`config.mk`:
```
export PLATFORM = sky130hd
export DESIGN_NAME = acc_seq
export DESIGN_NICKNAME = d
export VERILOG_FILES = /design/src/rtl/acc_seq.sv
export SDC_FILE = /design/constraint.sdc
export NUM_CORES = 1
export LEC_CHECK = 0
export CAP_MARGIN = 20
export CORE_MARGIN = 5
export CORE_UTILIZATION = 40
export DETAILED_ROUTE_END_ITERATION = 8
export PLACE_DENSITY = 0.8
export RECOVER_POWER = 50
export SETUP_SLACK_MARGIN = 0.3
export SYNTH_ARGS = -nofsm -noshare
export SYNTH_HDL_FRONTEND = slang
export SYNTH_SLANG_ARGS = --single-unit
```
`constraint.sdc`:
```
create_clock -name clk -period 2.55 [get_ports clk]
set_clock_uncertainty 0.2 [all_clocks]
set_input_delay 0.51 -clock clk [delete_from_list [all_inputs] [get_ports clk]]
set_output_delay 0.51 -clock clk [all_outputs]
set_load 0.005 [all_outputs]
```
`src/rtl/acc_seq.sv`:
```
// Sequential 32-bit accumulator that time-shares an external ripple-carry adder.
// Optional sticky wrap detection is enabled by defining ACC_SEQ_OVF_DETECT_EN.
module acc_seq #(
    parameter int unsigned SETTLE_CYC = 2,
    parameter int unsigned CNT_W      = 8
) (
    input  logic             clk,
    input  logic             rst,
    input  logic             start,
    input  logic [CNT_W-1:0] num_words,
    input  logic [31:0]      in_data,
    input  logic             in_valid,
    output logic             in_ready,
    output logic [31:0]      add_a,
    output logic [31:0]      add_b,
    output logic             add_en,
    input  logic [31:0]      add_z,
    output logic [31:0]      sum,
    output logic             out_valid,
    input  logic             out_ready,
    output logic             busy,
    output logic             ovf
);

    typedef enum logic [1:0] {
        StIdle   = 2'd0,
        StWaitIn = 2'd1,
        StSettle = 2'd2,
        StDone   = 2'd3
    } state_e;

    localparam logic [3:0] SettleLoad = 4'(SETTLE_CYC - 1);

    state_e           state_q, state_d;
    logic [31:0]      acc_q, acc_d;
    logic [31:0]      b_q, b_d;
    logic [CNT_W-1:0] rem_q, rem_d;
    logic [3:0]       settle_q, settle_d;

    always_ff @(posedge clk) begin
        if (rst) begin
            state_q  <= StIdle;
            acc_q    <= 32'h0;
            b_q      <= 32'h0;
            rem_q    <= '0;
            settle_q <= 4'h0;
        end else begin
            state_q  <= state_d;
            acc_q    <= acc_d;
            b_q      <= b_d;
            rem_q    <= rem_d;
            settle_q <= settle_d;
        end
    end

    always_comb begin
        state_d   = state_q;
        acc_d     = acc_q;
        b_d       = b_q;
        rem_d     = rem_q;
        settle_d  = settle_q;
        in_ready  = 1'b0;
        add_en    = 1'b0;
        add_a     = 32'h0;
        add_b     = 32'h0;
        out_valid = 1'b0;
        unique case (state_q)
            StIdle: begin
                if (start) begin
                    acc_d   = 32'h0;
                    rem_d   = num_words;
                    state_d = (num_words == '0) ? StDone : StWaitIn;
                end
            end
            StWaitIn: begin
                in_ready = 1'b1;
                if (in_valid) begin
                    b_d      = in_data;
                    settle_d = SettleLoad;
                    state_d  = StSettle;
                end
            end
            StSettle: begin
                add_en = 1'b1;
                add_a  = acc_q;
                add_b  = b_q;
                // Adder output is only trusted once the operands have been held long enough.
                if (settle_q == 4'h0) begin
                    acc_d   = add_z;
                    rem_d   = rem_q - CNT_W'(1);
                    state_d = (rem_q == CNT_W'(1)) ? StDone : StWaitIn;
                end else begin
                    settle_d = settle_q - 4'h1;
                end
            end
            StDone: begin
                out_valid = 1'b1;
                if (out_ready) begin
                    state_d = StIdle;
                end
            end
            default: state_d = StIdle;
        endcase
    end

    assign sum  = acc_q;
    assign busy = (state_q != StIdle);

`ifdef ACC_SEQ_OVF_DETECT_EN
    logic ovf_q;

    // A result smaller than the accumulator operand means the unsigned add wrapped.
    always_ff @(posedge clk) begin
        if (rst) begin
            ovf_q <= 1'b0;
        end else if (state_q == StIdle && start) begin
            ovf_q <= 1'b0;
        end else if (state_q == StSettle && settle_q == 4'h0 && add_z < add_a) begin
            ovf_q <= 1'b1;
        end
    end

    assign ovf = ovf_q;
`else
    assign ovf = 1'b0;
`endif

endmodule

```
Word level (Yosys, flattened, before mapping)
Cells that the tools add are included.
W data, S select, Z words.
- memory bits (read-only): 0
- latch bits: 0
- output and inout bits: 101
- input bits: 77
- logic and storage cells: 47
- memory bits (writable): 0
- memories kept: 0
- flip-flop bits (word level): 78
- magnitude comparators: 0
- add/sub/neg operators: 2
- muxes and demuxes: 21
- eq/ne operators: 9
- shifts and indexed selects: 0
- bitwise gates (word level): 0
- divide/modulo/power cells: 0
- multiply operators: 0
- reduce and logical (&&, ||, !) cells: 10
- operators with widths (cell ; number):
    $mux W32 ; 4
    $pmux W32 S2 ; 1
    $mux W8 ; 2
    $pmux W8 S2 ; 1
    $mux W2 ; 6
    $ne A2 B2 Y1 const B ; 5
    $eq A8 B1 Y1 const B ; 1
    $logic_not A8 Y1 ; 1
    $mux W4 ; 2
    $pmux W2 S4 ; 1
    $pmux W4 S2 ; 1
    $sub A8 B1 Y8 const B ; 1
    $reduce_and A3 Y1 ; 2
    $reduce_bool A2 Y1 ; 3
    $eq A2 B2 Y1 const B ; 2
    $logic_not A4 Y1 ; 1
    $reduce_and A4 Y1 ; 1
    $sub A4 B1 Y4 const B ; 1
    $mux W1 ; 3
    $eq A2 B1 Y1 const B ; 1
    $logic_not A2 Y1 ; 1
    $reduce_and A2 Y1 ; 1

Longest topological paths before layout
Gate-level depths: netlist (run 1).
- depth in word-level cells: 4
- gate-level depth with buffers: 9
- gate-level depth less buffers: 6

Least setup slack after synthesis (run 1)
OpenSTA, ideal clock, no wires.
- path type: flip-flop to flip-flop
- from: reg settle_q[0]
- to: reg acc_q[21] (netlist: sum[21])
- buffers on the path: 3
- arrival time: 1642 ps
- cell stages (with the launch flop): 10
- clock period less this slack: 1970 ps
- setup time: 128 ps
- slack: 580 ps
- path through: dfxtp_1 inv_1 ha_1 or3b_1 buf_2 o22a_1 buf_6 buf_6 a22oi_2 nor2_1
- word-level cells in the longest chain between the ends: 3
- ends and longest elaborated chain (what ; line ; text):
    start, declared ; 38 ; logic [3:0] settle_q, settle_d;
    start signal, assigned ; 52 ; settle_q <= settle_d;
    $logic_not A4 Y1 ; 88 ; if (settle_q == 4'h0) begin
    $ne A2 B2 Y1 (no source line) ; -- ;
    $reduce_and A3 Y1 (no source line) ; -- ;
    end signal, assigned ; 43 ; acc_q <= 32'h0;
    end signal, assigned ; 49 ; acc_q <= acc_d;
    end, declared ; 35 ; logic [31:0] acc_q, acc_d;
No other way between the ends.
A chain may end at the register's enable or synchronous reset.

Final worst setup path (run 1)
- from: reg state_q[1]
- to: out add_b[2]
- word-level cells in the longest chain between the ends: 2
- ends and longest elaborated chain (what ; line ; text):
    start, declared ; 34 ; state_e state_q, state_d;
    start signal, assigned ; 42 ; state_q <= StIdle;
    start signal, assigned ; 48 ; state_q <= state_d;
    $eq A2 B2 Y1 ; 67 ; unique case (state_q)
    $mux W32 ; 67 ;
    end, declared ; 15 ; output logic [31:0] add_b,
No other way between the ends.

==> results of run 1 <==
[worst reg2reg max path, delay by kind of cell (launching register included)]
family          cells  cell delay [ns]
fa+ha+maj           1             0.16
compound gates      2             0.57
flops               1             0.35
buf+inv             2             0.34
simple gates        2             0.56
[stage by stage]
| stage | cell area [sq um] | hold WS [ns] |
|---|---|---|
| global placement | 5410 | 0.238 |
| global route | 5770 | 0.268 |
| detailed placement | 5410 | 0.244 |
| floorplan | 3540 | 0.232 |
| finish | 5770 | 0.252 |
| CTS | 5700 | 0.256 |
[sequential cells by signal, summed over array words and instances (netlist names)]
signal    count
b_q          32
rem_q         8
settle_q      4
state_q       2
sum          32
[path summary, 6_finish.rpt]
kind | startpoint | endpoint | cells past startpoint
hold reg to reg | b_q[16] | b_q[16] | 2
setup / recovery | state_q[1] | add_b[2] | 5
setup reg to reg | settle_q[0] | sum[1] | 7
hold / removal | b_q[16] | b_q[16] | 2
[synth_stat cells, types with 2 or more instances]
cell,number,share of area
buf_2,13,0.018
nor2_1,39,0.041
or4_1,2,0.0042
nand2_1,71,0.075
nor4_1,2,0.0035
ha_1,4,0.014
a211oi_1,7,0.015
o21ai_0,9,0.013
a22oi_2,8,0.028
nand3_1,2,0.0028
mux2i_1,3,0.0085
a21oi_1,39,0.055
a22oi_1,24,0.051
inv_1,8,0.0085
nor3_1,6,0.0085
dfxtp_1,78,0.44
nand3b_1,2,0.0042
nand2b_1,3,0.0053
buf_6,2,0.0064
and2_1,67,0.12
clkbuf_1,20,0.021
[power groups by stage]
stage | registers [mW] | logic (mW) | clock network (mW)
after CTS | 1.38 | 0.872 | 0.921
after global placement | 1.40 | 0.768 | 0
after global routing | 1.40 | 1.01 | 0.969
after detailed placement | 1.41 | 0.791 | 0
after floorplan | 1.39 | 0.448 | 0
final | 1.39 | 0.939 | 0.901
[kinds of logic (layout without fill, tap and decap cells)]
| family | Yosys count | count (layout) | share of synthesized area |
|---|---|---|---|
| other cells | 1 | 1 | 0.00106 |
| buf+inv | 44 | 228 | 0.0565 |
| mux | 4 | 4 | 0.0116 |
| xor+xnor | 1 | 1 | 0.00247 |
| simple gates | 203 | 203 | 0.281 |
| fa+ha+maj | 4 | 4 | 0.0141 |
| compound gates | 98 | 98 | 0.192 |
| flops | 78 | 78 | 0.441 |
[repair_timing]
item / 4_1_cts / 5_1_grt
gates resized for setup: 63 / 95
cloned: 2 / 4
endpoints found under the setup margin: 72 / 89
endpoints found under the hold margin: 0 / 0
buffers inserted: 5 / 6
pin swaps: 0 / 1
[layout make-up]
| cell class | instances | area [sq um] | share of cell area |
|---|---|---|---|
| clock buffer | 11 | 141 | 0.0245 |
| clock inverter | 4 | 47.5 | 0.00824 |
| inverter | 8 | 37.5 | 0.00651 |
| multi-input combinational | 311 | 1790 | 0.310 |
| sequential | 78 | 1560 | 0.271 |
| tap | 108 | 135 | 0.0234 |
| timing repair buffer | 205 | 2050 | 0.356 |
[layer usage]
metal / share of wire / GRT usage / up-vias
li1: - / - / 1808
met1: 0.41 / 0.246 / 1775
met2: 0.48 / 0.326 / 174
met3: 0.091 / 0.0795 / 16
met4: 0.012 / 0.0657 / 0
met5: 0 / 0 / -
==> impl_metrics.json, run 1 <==
{
  "status": "finished clean",
  "regToRegSetupSlack_ns": 0.28,
  "numPortBuffers": 176,
  "synth_edf_count": 0,
  "p_leak_nw": 2.58,
  "layout_setup_ws_ns": 0.135,
  "min_period_over_period": 0.947,
  "fin_util": 0.665,
  "cp_cell_sequence": "nand2b_4 > inv_8 > buf_12 > and2_1 > clkdlybuf4s50_1",
  "dp_slack_ns": 0.266,
  "grt_usage": 0.202,
  "antenna_found_initial": 0,
  "maxCapViolations": 0,
  "clk_pin_slew_ns": 0.08,
  "start_kind": "flop",
  "vdd_drop_max_v": 0.000245,
  "path_max_fanout": 11,
  "cts_buffer_depth": 2,
  "cts-root-buf": "clkbuf_8",
  "p_clk_frac": 0.279,
  "power_frac_seq": 0.429,
  "path_delay_family": "buffers and inverters",
  "fin_crit_ns": 2.41,
  "drtIter0Drc": 155,
  "numCtsBuffers": 9,
  "worstSetupPathType": "reg2out",
  "dp_cells": 693,
  "worstMarginPinSlew_ns": 0.730,
  "max_freq_mhz": 414,
  "ctsHoldBuffers": 0,
  "start_util": 0.408,
  "dpl.hpwl_mm": 7.86,
  "setup_viol": 0,
  "power_mw": 3.23,
  "ys.flop_type": "dfxtp_1",
  "drt-total-wl_mm": 12.1,
  "syn_area_per_cell_sq_um": 8.19,
  "synth_cell_types": 45,
  "die_h_um": 104,
  "grt_max_degree": 38,
  "synthCells": 433,
  "clock_sinks": 78,
  "dr.pass1.iters": 4,
  "post_drt_wl_per_cell_um": 16.6,
  "synth.net_count": 514,
  "drive_gt1_frac": 0.149,
  "arrival_ns": 1.70,
  "grt_pass1_wl_mm": 18.4,
  "nets": 694,
  "p_sw_mw": 0.954,
  "critPathMaxStageDelay_ns": 0.51,
  "yosysSeqAreaShare": 0.441,
  "required_ns": 1.84,
  "cts-htree-levels": 3,
  "p_sw_frac": 0.296,
  "mostFrequentLayoutCells": "dfxtp_1, clkdlybuf4s50_1, nand2_1",
  "grt_overflow": 0,
  "clkLatencyLatePin_ns": 0.34,
  "crit_path_end_kind": "output pin",
  "antenna_cells": 0,
  "worst-path-buf-inv": 3,
  "gp_congestion": 0.856,
  "io_pins": 178,
  "grt_pass1_vias": 3748,
  "netlist_area_sq_um": 3540,
  "cts_tree": "built",
  "core-area_sq_um": 8680,
  "final.fill_count": 704,
  "ant_nets": 0,
  "syn_to_final_growth_pct": 62.7,
  "p_comb_frac": 0.291,
  "internal_power_mw": 2.27,
  "p_per_area_nw_per_um2": 559,
  "drc": 0,
  "crit_slowest_cell": "clkdlybuf4s50_1",
  "ys_async_sr_fraction": 0,
  "slew_headroom": 0.513,
  "num_vias": 3773,
  "finalMaxSlewViolations": 0,
  "die-area_sq_um": 10800,
  "num_rows": 34,
  "synth-seq-cells": 78,
  "die_w_um": 104,
  "hold_viol_final": 0,
  "final_common_cell": "dfxtp_1",
  "vias_per_cell": 5.20,
  "rsz0062_at_grt": "yes",
  "hold_class": "reg2reg",
  "final_cells": 725,
  "yosys_warnings": 0,
  "fin_tns_setup_ns": 0
}
(Power assumes the default switching activity.)
==> run 2, diff against run 1 <==
--- a/config.mk
+++ b/config.mk
@@ -6,10 +6,12 @@
 export NUM_CORES = 1
 export LEC_CHECK = 0
 export CAP_MARGIN = 20
+export CELL_PAD_IN_SITES_DETAIL_PLACEMENT = 0
+export CELL_PAD_IN_SITES_GLOBAL_PLACEMENT = 1
 export CORE_MARGIN = 5
-export CORE_UTILIZATION = 40
+export CORE_UTILIZATION = 28
 export DETAILED_ROUTE_END_ITERATION = 8
-export PLACE_DENSITY = 0.8
+export PLACE_DENSITY_LB_ADDON = 0.1
 export RECOVER_POWER = 50
 export SETUP_SLACK_MARGIN = 0.3
 export SYNTH_ARGS = -nofsm -noshare
==> impl_metrics.json, run 2 (synthesis results as in run 1) <==
{
  "status": "finished clean",
  "grt_pass1_vias": 3764,
  "num_vias": 3618,
  "numPortBuffers": 176,
  "path_delay_family": "buffers and inverters",
  "p_per_area_nw_per_um2": 638,
  "io_pins": 178,
  "syn_to_final_growth_pct": 66.0,
  "grt_overflow": 0,
  "maxCapViolations": 0,
  "cts-htree-levels": 3,
  "required_ns": 1.84,
  "rsz0062_at_grt": "yes",
  "core-area_sq_um": 12500,
  "endpoint": "add_a[28]",
  "grt_usage": 0.166,
  "nets": 694,
  "final_common_cell": "dfxtp_1",
  "hold_class": "reg2reg",
  "min_period_over_period": 0.901,
  "path_max_fanout": 19,
  "drive_gt1_frac": 0.134,
  "numCtsBuffers": 9,
  "die_w_um": 123,
  "drc": 0,
  "cts_buffer_depth": 2,
  "dpl.hpwl_mm": 8.11,
  "num_rows": 41,
  "critPathMaxStageDelay_ns": 0.32,
  "multiInputGateArea_sq_um": 1780,
  "grt_max_degree": 43,
  "drt-total-wl_mm": 12.5,
  "vdd_drop_max_v": 0.000311,
  "grt_pass1_wl_mm": 19.7,
  "vias_per_cell": 4.57,
  "start_util": 0.283,
  "clkLatencyLatePin_ns": 0.32,
  "cts_tree": "built",
  "crit_slowest_cell": "dfxtp_2",
  "final.fill_count": 1266,
  "antenna_found_initial": 1,
  "worstSetupPathType": "reg2out",
  "seqCellArea_sq_um": 1570,
  "post_drt_wl_per_cell_um": 15.8,
  "gp_congestion": 0.763,
  "cts-root-buf": "clkbuf_16",
  "p_leak_nw": 2.57,
  "cp_cell_sequence": "nand2b_4 > clkinv_8 > buf_12 > buf_16 > and2_1 > dlygate4sd2_1",
  "ant_nets": 0,
  "finalMaxSlewViolations": 0,
  "r2r_end": "sum[31]",
  "clock_sinks": 78,
  "crit_cells": 6,
  "crit_path_end_kind": "output pin",
  "clk_pin_slew_ns": 0.06,
  "crit_start": "state_q[0]",
  "mostFrequentLayoutCells": "dfxtp_1, clkdlybuf4s50_1, nand2_1",
  "die-area_sq_um": 15000,
  "layout_setup_ws_ns": 0.252,
  "slew_headroom": 0.573,
  "hold_viol_final": 0,
  "dp_slack_ns": 0.315,
  "arrival_ns": 1.59,
  "start_kind": "flop",
  "fin_crit_ns": 2.30,
  "power_mw": 3.75,
  "regToRegSetupSlack_ns": 0.32,
  "dr.pass1.iters": 6,
  "worstMarginPinSlew_ns": 0.634,
  "reg2reg_depth": 8,
  "setup_viol": 0,
  "drtIter0Drc": 180,
  "r2r-start": "settle_q[0]",
  "fin_tns_setup_ns": 0,
  "die_h_um": 123,
  "ctsHoldBuffers": 0,
  "worst-path-buf-inv": 4,
  "max_freq_mhz": 435
}
## run 2: per-stage QoR
stage | utilization | std cells | cell area, sq um | hold slack (ns)
3_5_place_dp | 0.439 | 759 | 5490 | 0.244
4_1_cts | 0.475 | 785 | 5950 | 0.251
3_3_place_gp | 0.439 | 759 | 5490 | 0.237
6_report | 0.470 | 791 | 5880 | 0.247
5_1_grt | 0.470 | 791 | 5880 | 0.265
2_1_floorplan | - | 433 | 3540 | 0.232
## run 2: tightest hold or removal path, delay by kind of cell (launching register included)
family / cells / cell delay, ns
AO/OA/AOI/OAI: 1 / 0.05
AND/OR/NAND/NOR: 1 / 0.05
flip-flops: 1 / 0.30
## run 2: final cells by class
cell class	instances	area share
timing repair buffer	205	0.330
multi-input combinational	311	0.302
sequential	78	0.266
clock buffer	11	0.0395
tap	172	0.0366
clock inverter	5	0.0181
inverter	8	0.00744
antenna	1	0.000425
## run 2: per-layer routing
metal	routed length (um)	vias to the layer above	track usage	share of wire
met1	5860	1656	0.229	0.47
li1	-	1819	-	-
met3	922	9	0.0498	0.074
met5	0	-	0	0
met4	107	0	0.0420	0.0086
met2	5580	134	0.254	0.45
## run 2: how the worst min path moves through the flow
stage	start	to	cells after the start
after global placement	b_q[22]	b_q[22]	2
after floorplan	b_q[0]	b_q[0]	2
final	b_q[23]	b_q[23]	2
after global routing	b_q[21]	b_q[21]	2
after detailed placement	b_q[23]	b_q[23]	2
after CTS	b_q[10]	b_q[10]	2
## run 2: power breakdown
| group | internal, mW | leakage, nW | switching [mW] |
|---|---|---|---|
| Combinational | 0.460 | 1.77 | 0.443 |
| Sequential | 1.31 | 0.635 | 0.0708 |
| Clock | 0.961 | 0.160 | 0.503 |
## run 2: timing repair
| action | in CTS | in global routing |
|---|---|---|
| pin swaps | 0 | 0 |
| cloned | 4 | 0 |
| setup buffers | 6 | 5 |
| resized for setup | 75 | 60 |
| endpoints found under the setup margin | 68 | 60 |
==> run 3, diff against run 2 <==
--- a/config.mk
+++ b/config.mk
@@ -5,7 +5,6 @@
 export SDC_FILE = /design/constraint.sdc
 export NUM_CORES = 1
 export LEC_CHECK = 0
-export CAP_MARGIN = 20
 export CELL_PAD_IN_SITES_DETAIL_PLACEMENT = 0
 export CELL_PAD_IN_SITES_GLOBAL_PLACEMENT = 1
 export CORE_MARGIN = 5
==> results of run 3 <==
Final layout, timing and power as in run 2 (identical DEF).
